## config.mk

```make
export PLATFORM = sky130hd
export DESIGN_NAME = datapath_ctrl
export DESIGN_NICKNAME = d
export VERILOG_FILES = /design/src/rtl/datapath_ctrl_pkg.sv /design/src/rtl/alu_op_decode.sv /design/src/rtl/datapath_ctrl.sv
export SDC_FILE = /design/constraint.sdc
export NUM_CORES = 1
export LEC_CHECK = 0
export CAP_MARGIN = 10
export CORE_ASPECT_RATIO = 1.2
export CORE_UTILIZATION = 51
export CTS_CLUSTER_DIAMETER = 30
export DETAILED_ROUTE_END_ITERATION = 10
export DONT_BUFFER_PORTS = 1
export GPL_TIMING_DRIVEN = 0
export PLACE_DENSITY_LB_ADDON = 0.2
export SLEW_MARGIN = 15
export SYNTH_ARGS = -nofsm -noshare
export SYNTH_HDL_FRONTEND = slang
export SYNTH_SLANG_ARGS = --single-unit
```

## constraint.sdc

```tcl
create_clock -name clk -period 2 [get_ports clk]
set_input_delay 0.3 -clock clk [delete_from_list [all_inputs] [get_ports clk]]
set_output_delay 0.3 -clock clk [all_outputs]
set_load 0.05 [all_outputs]
```

## src/rtl/datapath_ctrl_pkg.sv

```systemverilog
// rtl/datapath_ctrl_pkg.sv - shared constants and types for the datapath controller
//
// Contents:
//   OPC_*            RV32I major opcodes handled by the controller
//   F7_BASE/F7_ALT   funct7 values that select the base / alternate operation
//   alu_op_e         3-bit ALU operation code driven on ALUOp
//   state_e          controller FSM states
//   funct3_alu_op    funct3 to ALU operation for the register/immediate ALU group

package datapath_ctrl_pkg;

  localparam logic [6:0] OPC_OP     = 7'b0110011;
  localparam logic [6:0] OPC_OPIMM  = 7'b0010011;
  localparam logic [6:0] OPC_LOAD   = 7'b0000011;
  localparam logic [6:0] OPC_STORE  = 7'b0100011;
  localparam logic [6:0] OPC_BRANCH = 7'b1100011;

  localparam logic [6:0] F7_BASE = 7'b0000000;
  localparam logic [6:0] F7_ALT  = 7'b0100000;

  typedef enum logic [2:0] {
    ALU_ADD = 3'b000,
    ALU_SUB = 3'b001,
    ALU_AND = 3'b010,
    ALU_OR  = 3'b011,
    ALU_XOR = 3'b100,
    ALU_SLT = 3'b101,
    ALU_SLL = 3'b110,
    ALU_SRL = 3'b111
  } alu_op_e;

  typedef enum logic [2:0] {
    ST_IDLE   = 3'd0,
    ST_DECODE = 3'd1,
    ST_EXEC   = 3'd2,
    ST_MEM    = 3'd3,
    ST_WB     = 3'd4
  } state_e;

  // funct3 = 011 (SLTU/SLTIU) has no ALU code; callers treat it as illegal,
  // so the ADD returned for it is never used.
  function automatic alu_op_e funct3_alu_op(input logic [2:0] funct3);
    alu_op_e op;
    case (funct3)
      3'b000:  op = ALU_ADD;
      3'b001:  op = ALU_SLL;
      3'b010:  op = ALU_SLT;
      3'b100:  op = ALU_XOR;
      3'b101:  op = ALU_SRL;
      3'b110:  op = ALU_OR;
      3'b111:  op = ALU_AND;
      default: op = ALU_ADD;
    endcase
    return op;
  endfunction

endpackage

```

## src/rtl/alu_op_decode.sv

```systemverilog
// rtl/alu_op_decode.sv - combinational opcode/funct to ALU operation and legality decode
//
// Ports:
//   opcode  in   7  instruction[6:0]
//   funct3  in   3  instruction[14:12]
//   funct7  in   7  instruction[31:25]
//   alu_op  out  3  ALU operation (ADD when illegal)
//   legal   out  1  instruction is supported by the controller

module alu_op_decode
  import datapath_ctrl_pkg::*;
(
  input  logic [6:0] opcode,
  input  logic [2:0] funct3,
  input  logic [6:0] funct7,
  output alu_op_e    alu_op,
  output logic       legal
);

  logic is_shift;
  assign is_shift = (funct3 == 3'b001) || (funct3 == 3'b101);

  always_comb begin
    alu_op = ALU_ADD;
    legal  = 1'b0;
    case (opcode)
      OPC_OP: begin
        // The alternate funct7 only exists as SUB here; SRA is not supported.
        if (funct7 == F7_BASE && funct3 != 3'b011) begin
          legal  = 1'b1;
          alu_op = funct3_alu_op(funct3);
        end else if (funct7 == F7_ALT && funct3 == 3'b000) begin
          legal  = 1'b1;
          alu_op = ALU_SUB;
        end
      end
      OPC_OPIMM: begin
        // Upper immediate bits are only constrained for shifts (SRAI rejected).
        if (funct3 != 3'b011 && (!is_shift || funct7 == F7_BASE)) begin
          legal  = 1'b1;
          alu_op = funct3_alu_op(funct3);
        end
      end
      OPC_LOAD, OPC_STORE: begin
        legal  = 1'b1;
        alu_op = ALU_ADD;
      end
      OPC_BRANCH: begin
        // BEQ (000) and BNE (001) only.
        if (funct3[2:1] == 2'b00) begin
          legal  = 1'b1;
          alu_op = ALU_SUB;
        end
      end
      default: begin
        legal  = 1'b0;
        alu_op = ALU_ADD;
      end
    endcase
  end

endmodule

```

## src/rtl/datapath_ctrl.sv

```systemverilog
// rtl/datapath_ctrl.sv - multicycle control FSM sequencing the datapath for RV32I subset
//
// Ports:
//   clk             in   1     system clock
//   reset           in   1     asynchronous active-low reset
//   instr_valid     in   1     instruction offered
//   instr_ready     out  1     controller idle, can accept an instruction
//   instr_in        in   XLEN  offered instruction
//   ZeroFlag        in   1     ALU zero flag from the datapath
//   instruction     out  XLEN  latched instruction for the immediate path
//   reg1_addr       out  5     rs1
//   reg2_addr       out  5     rs2
//   write_reg_addr  out  5     rd
//   ctrl0           out  1     register-file write enable
//   ctrl1           out  1     ALU-result path enable
//   ctrl2           out  1     ALU operand B from immediate
//   ctrl3           out  1     memory read / memory-to-register select
//   ctrl4           out  1     memory write enable
//   ALUOp           out  3     ALU operation code
//   done            out  1     pulse on the last cycle of an instruction
//   illegal         out  1     pulse in DECODE for an unsupported instruction
//   branch_taken    out  1     branch outcome, valid with done for BRANCH

module datapath_ctrl
  import datapath_ctrl_pkg::*;
#(
  parameter int MEM_CYCLES = 1,
  parameter int XLEN       = 32
) (
  input  logic            clk,
  input  logic            reset,
  input  logic            instr_valid,
  output logic            instr_ready,
  input  logic [XLEN-1:0] instr_in,
  input  logic            ZeroFlag,
  output logic [XLEN-1:0] instruction,
  output logic [4:0]      reg1_addr,
  output logic [4:0]      reg2_addr,
  output logic [4:0]      write_reg_addr,
  output logic            ctrl0,
  output logic            ctrl1,
  output logic            ctrl2,
  output logic            ctrl3,
  output logic            ctrl4,
  output logic [2:0]      ALUOp,
  output logic            done,
  output logic            illegal,
  output logic            branch_taken
);

  localparam logic [3:0] MEM_LAST = 4'(MEM_CYCLES - 1);

  state_e     state;
  state_e     state_d;
  logic [3:0] mem_cnt;

  logic [6:0] opcode;
  logic [2:0] funct3;
  logic [6:0] funct7;
  alu_op_e    dec_alu_op;
  logic       dec_legal;

  logic is_op, is_opimm, is_load, is_store, is_branch;
  logic mem_last;

  assign opcode = instruction[6:0];
  assign funct3 = instruction[14:12];
  assign funct7 = instruction[31:25];

  assign is_op     = (opcode == OPC_OP);
  assign is_opimm  = (opcode == OPC_OPIMM);
  assign is_load   = (opcode == OPC_LOAD);
  assign is_store  = (opcode == OPC_STORE);
  assign is_branch = (opcode == OPC_BRANCH);

  assign mem_last = (mem_cnt == 4'd0);

  alu_op_decode u_alu_op_decode (
    .opcode (opcode),
    .funct3 (funct3),
    .funct7 (funct7),
    .alu_op (dec_alu_op),
    .legal  (dec_legal)
  );

  // Field outputs follow the latched word, so they are valid from DECODE on
  // and stay put until the next handshake; reset clears the word to 0, which
  // decodes as illegal and therefore yields ALUOp = ADD.
  assign reg1_addr      = instruction[19:15];
  assign reg2_addr      = instruction[24:20];
  assign write_reg_addr = instruction[11:7];
  assign ALUOp          = dec_alu_op;

  assign instr_ready = (state == ST_IDLE);
  assign illegal     = (state == ST_DECODE) && !dec_legal;

  // EXEC is only entered for legal instructions, so a BRANCH there is BEQ/BNE
  // and funct3[0] alone separates them.
  assign branch_taken = (state == ST_EXEC) && is_branch && (funct3[0] ? !ZeroFlag : ZeroFlag);

  assign done = (state == ST_WB)
             || ((state == ST_EXEC) && is_branch)
             || ((state == ST_MEM) && is_store && mem_last);

  always_comb begin
    state_d = state;
    case (state)
      ST_IDLE: begin
        if (instr_valid) state_d = ST_DECODE;
      end
      ST_DECODE: begin
        state_d = dec_legal ? ST_EXEC : ST_IDLE;
      end
      ST_EXEC: begin
        if (is_op || is_opimm)       state_d = ST_WB;
        else if (is_load || is_store) state_d = ST_MEM;
        else                          state_d = ST_IDLE;
      end
      ST_MEM: begin
        if (mem_last) state_d = is_load ? ST_WB : ST_IDLE;
      end
      ST_WB: begin
        state_d = ST_IDLE;
      end
      default: begin
        state_d = ST_IDLE;
      end
    endcase
  end

  // Strobes are registered from the next state so they switch exactly on the
  // clock edge that enters the state they belong to.
  always_ff @(posedge clk or negedge reset) begin
    if (!reset) begin
      state       <= ST_IDLE;
      instruction <= '0;
      mem_cnt     <= 4'd0;
      ctrl0       <= 1'b0;
      ctrl1       <= 1'b0;
      ctrl2       <= 1'b0;
      ctrl3       <= 1'b0;
      ctrl4       <= 1'b0;
    end else begin
      state <= state_d;

      if (state == ST_IDLE && instr_valid) begin
        instruction <= instr_in;
      end

      if (state == ST_EXEC) begin
        mem_cnt <= MEM_LAST;
      end else if (state == ST_MEM && !mem_last) begin
        mem_cnt <= mem_cnt - 4'd1;
      end

      ctrl0 <= (state_d == ST_WB) && (instruction[11:7] != 5'd0);
      ctrl1 <= (state_d == ST_EXEC) && (is_op || is_opimm || is_store);
      ctrl2 <= ((state_d == ST_EXEC) && (is_opimm || is_load || is_store))
            || (state_d == ST_MEM);
      ctrl3 <= ((state_d == ST_MEM) || (state_d == ST_WB)) && is_load;
      ctrl4 <= (state_d == ST_MEM) && is_store;
    end
  end

endmodule
```

### After elaboration in Yosys (flattened, before gate mapping)

Index checks and enable logic that the tools add are counted.

| storage, ports and cells | value |
|---|---|
| register bits after elaboration | 44 |
| word-level logic and storage cells | 88 |

| operators by class | value |
|---|---|
| muxes and demuxes | 21 |
| equal/unequal tests | 20 |
| reduce and logical (&&, ||, !) cells | 38 |
| $add $sub $neg | 1 |

Operator list:

| kind | number |
|---|---|
| $eq 7x6->1 const B | 3 |
| $eq 3x3->1 const B | 6 |
| $mux 3 | 6 |
| $pmux 3 s6 | 1 |
| $eq 3x2->1 const B | 5 |
| $logic_and 1x1->1 | 15 |
| $pmux 3 s4 | 1 |
| $logic_or 1x1->1 | 11 |
| $pmux 3 s3 | 1 |
| $mux 4 | 2 |
| $eq 7x2->1 const B | 1 |
| $eq 7x5->1 const B | 1 |
| $eq 7x7->1 const B | 1 |
| $logic_not 7->1 | 1 |
| $mux 1 | 7 |
| $eq 3x1->1 const B | 2 |
| $logic_not 3->1 | 2 |
| $reduce_bool 5->1 | 1 |
| $logic_not 1->1 | 4 |
| $logic_not 4->1 | 1 |
| $mux 2 | 2 |
| $pmux 1 s4 | 1 |
| $sub 4x1->4 const B | 1 |
| $ne 3x2->1 const B | 1 |
| 3 further kinds | 3 |

### Depth between registers and ports, before layout

| depth | value |
|---|---|
| depth in word-level cells | 12 |
| mapped depth | 6 |
| gate-level depth less buffers | 6 |

### Cells and area by module

Synthesis repeated with hierarchy kept, for this count alone.

| unflattened totals | value |
|---|---|
| cells, all modules | 197 |
| area, all modules | 2278.4 µm² |

Modules (own cells, without submodules):

| module | cells each | times used | area each (µm²) |
|---|---|---|---|
| datapath_ctrl | 162 | 1 | 2040.7 |
| alu_op_decode | 35 | 1 | 237.7 |

### Worst setup path before layout

Ideal clock, no wire load.

| timing | value |
|---|---|
| path kind | register -> output |
| start | register instruction[2] |
| end | output port ALUOp[0] |
| arrival time | 2.073 ns |
| cell stages (with the launch flop) | 5 |
| path slack | -0.373 ns |
| cells stage by stage | dfrtp_1 nand4bb_1 nor2_1 nand4_2 o21ai_1 |

| between the ends | value |
|---|---|
| longest elaborated chain between the ends | 2 |

Ends and longest elaborated chain:

| item | RTL line | text |
|---|---|---|
| start: declaration | datapath_ctrl.sv:36 | `output logic [XLEN-1:0] instruction,` |
| start signal: assignment | datapath_ctrl.sv:147 | `instruction <= instr_in;` |
| $eq 7x7->1, or another cell as far along | alu_op_decode.sv:26 | `case (opcode)` |
| $pmux 3 s3 (*) | alu_op_decode.sv:26 |  |
| end: declaration | datapath_ctrl.sv:45 | `output logic [2:0] ALUOp,` |

Mark *: on every way between the ends. The rest lies on a longest branch, timed or not.

### Worst setup path in the final report

| timing | value |
|---|---|
| start | register instruction[26] |
| end | output port illegal |

| between the ends | value |
|---|---|
| longest elaborated chain between the ends | 7 |

Ends and longest elaborated chain:

| item | RTL line | text |
|---|---|---|
| $eq 7x6->1 or $logic_not 7->1 (tied branches) | alu_op_decode.sv:32, alu_op_decode.sv:29, alu_op_decode.sv:39 |  |
| $logic_and 1x1->1 or $logic_or 1x1->1 (tied branches) | alu_op_decode.sv:32, alu_op_decode.sv:39 |  |
| $mux 1 or $logic_and 1x1->1 (tied branches) | alu_op_decode.sv:32, alu_op_decode.sv:39 |  |
| $mux 1 (on tied branches) | alu_op_decode.sv:29, alu_op_decode.sv:39 |  |
| $pmux 1 s4 (*) | alu_op_decode.sv:26 |  |
| $logic_not 1->1 (*) | datapath_ctrl.sv:95 | `assign illegal = (state == ST_DECODE) && !dec_legal;` |
| $logic_and 1x1->1 (*) | datapath_ctrl.sv:95 |  |
| end: declaration | datapath_ctrl.sv:47 | `output logic illegal,` |

Marked as above.

==> summary.txt <==
via count - 1516
CTS sink count - 44
drt first pass iters - 4
Layout fillers - 297
XOR/XNOR share of the synthesized area - 1.867%
area share of and/or/nand/nor cells after synthesis - 14.93%
wire length of the first global-routing pass - 8.135 mm
Register-to-Register Setup Slack - -0.08 ns
Slew @ Worst Pin - 0.6140 ns
post-synthesis instance area - 2346 sq um
Congestion Overflow GR - 0
post-synthesis mux area share - 20.43%
number of setup violations in the final report - 21
class of the tightest hold or removal check - input pin to flip-flop
kind of end point of the critical path - output port
Synth Area in Adders - 1.067%
die extent in x - 63.92 microns
compound-cell area share of the yosys netlist - 4.480%
CTS buffer count - 5
final worst slack - -0.2661 ns
most used cells in the layout excluding fill and tap cells - 31 x mux2_4, 29 x buf_4, 28 x dfrtp_1, 16 x dfrtp_2, 13 x nor2_1
end point of the critical path - illegal
number of I/O port buffers - 0
final critical delay including setup and external delays - 2.266 ns
Yosys reg bits - 44
required time worst endpoint - 1.70 ns
post-route clock period utilization - 113.3%
top-level I/O count - 95
HPWL reported at the end of detailed placement - 3.415 mm
number of synthesized flops with an enable pin - 0
post-synthesis area per instance - 12.61 sq um
multi-input gate area in the final layout - 1150 sq um
maximum level of the CTS H-tree - 2
peak ir drop on the vdd network - 0.6876 mV
largest net degree at the start of global routing - 45
Die Ht - 76.30 microns
post-detailed-route DRC marker count - 0
arrival time worst endpoint - 1.97 ns
Final Hold Violating Endpoints - 0
std cell rows - 26
result of the run - finished with violations
dominant combinational cell family by area after synthesis - multiplexers
layout cell share with drive strength beyond 1 - 57.14%
global router's overall resource usage - 21.60%
final core occ - 69.03%
vias in the first global route - 1657
root buf cell - clkbuf_8
worst reg2reg path depth - 7
placed instance count - 242
leading cell type in the layout, fill and taps excluded - mux2_4
initial cell density of the core - 54.22%
number of max-slew violations in the final report - 0
Critical R2R Launch - state[0]
Static Leakage - 0.001332 uW
max cap viols - 0
number of distinct library cells after synthesis - 45
startpoint type of the worst setup path - flip-flop
number of nets at the end of the flow - 254
PD cells - 1027 nW/um^2
Antenna Violating Nets Remaining - 0
number of antenna violations at the first check in global routing - 0
ANT cells - 0
TritonCTS clock tree - yes
failing checks - setup timing
core region area - 4327 sq um
worst slack, placed - -0.2986 ns
Post-Route Skew - 0.004615 ns
setup repair after global routing missed its margin - yes
Critical R2R Capture - instruction[23]
Die Outline Area - 4876 sq um
number of standard cells after synthesis - 186
startpoint-to-endpoint class of the critical path - flip-flop to output port
sequential element share of the synthesized area - 46.93%
count of yosys warnings during synthesis - 0
gp weighted congestion - 0.8024
Clock Path Buffers - 2
Worst slew margin - 58.93%
overall routed net length - 5.086 mm
Highest Clock Rate - 0.4413 GHz
most frequently used flop master after synthesis - dfrtp_1
async set-reset flop share out of synthesis - 100.0%
ratio of routed vias to standard cells - 5.553
count of non-filler cells in the finished layout - 273
number of violations reported at the end of detailed-routing iteration 0 - 73
Clock transition at path regs - 0.08 ns
Setup crit start - instruction[26]
Avg WL per Cell - 18.63 microns
signed area change from the synthesized netlist to the final layout - 27.31%
sequential cell area - 1121 sq um
maximum net fanout on the critical path - 5
Syn Nets - 224
clock insertion delay at the later pin of the skew report - 0.29 ns
==> registers in the layout, summed over array words and instances (netlist names) <==
| signal | count |
|---|---|
| state | 3 |
| ctrl2 | 1 |
| ctrl0 | 1 |
| ctrl1 | 1 |
| instruction | 32 |
| mem_cnt | 4 |
| ctrl3 | 1 |
| ctrl4 | 1 |
==> layout make-up <==
class	count	share of cell area [%]
plain buffers	25	8.379
clock buffers	6	2.430
clock inverters	2	1.173
inverters	3	0.3770
multi-input cells	114	38.50
flip-flops and latches	44	37.54
well taps	56	2.346
repair buffers	23	9.258
==> stage by stage <==
step | area (sq um) | hold WS (ns) | setup TNS, ns | total power, uW
2_1_floorplan | 2400 | 0.004409 | -0.05415 | 2170
3_3_place_gp | 2470 | 0.005254 | -1.160 | 2249
3_5_place_dp | 2470 | 0.005517 | -1.035 | 2267
4_1_cts | 2885 | 0.1339 | -1.887 | 3053
5_1_grt | 2987 | 0.1343 | -3.066 | 3180
6_report | 2987 | 0.1418 | -2.016 | 3068
==> worst max-delay path: stages, from the launching register on <==
cell,delay (ns)
dfrtp_2,0.54
nor4_4,0.37
o2bb2ai_2,0.16
nand4_4,0.20
buf_4,0.19
and3_4,0.20
==> power by group <==
part           switching, uW  leakage (uW)  internal [uW]
clock network            295     0.0000552            371
registers                552      0.000524           1010
logic                    446      0.000753            398
==> logic make-up after synthesis <==
logic type,Yosys count
and+or+nand+nor,58
buffers and inverters,28
xor gates and xnor gates,5
DFF,44
muxes,33
adders and majority gates,2
AOI/OAI and AO/OA,16
==> per-layer routing <==
metal	part of all wire (%)	global-route usage, %
met2	53	37.77
met1	39	24.76
met5	0	0
met3	6.0	5.988
met4	1.6	7.727
==> worst min-delay path by stage <==
stage,cells after the start,endpoint,slack [ns],startpoint
floorplan,0,ctrl0,0.004,reset
global placement,0,instruction[22],0.005,reset
detailed placement,0,instruction[22],0.006,reset
CTS,1,instruction[1],0.13,instr_in[1]
global route,1,instruction[4],0.13,instr_in[4]
finish,1,instruction[1],0.14,instr_in[1]
==> Yosys cell counts (3+ instances only) <==
master	count	share of area (%)
and3_1	4	1.1
and4_1	3	1.1
buf_12	3	2.6
buf_2	4	0.85
buf_4	15	4.8
dfrtp_1	44	47
inv_1	3	0.48
mux2_1	3	1.4
mux2_4	29	19
nand2_1	8	1.3
nor2_1	17	2.7
nor2b_1	3	0.80
nor3_1	4	0.85
o21ai_1	5	1.1
xnor2_1	3	1.1
==> repair_timing <==
action | CTS | global route
hold buffers | 2 | 0
setup endpoints to repair | 19 | 37
pin swaps | 11 | 10
resized for setup | 35 | 11
cloned | 3 | 0
hold endpoints to repair | 44 | 0
buffers inserted | 9 | 11
Power figures use the tool's default switching activity.
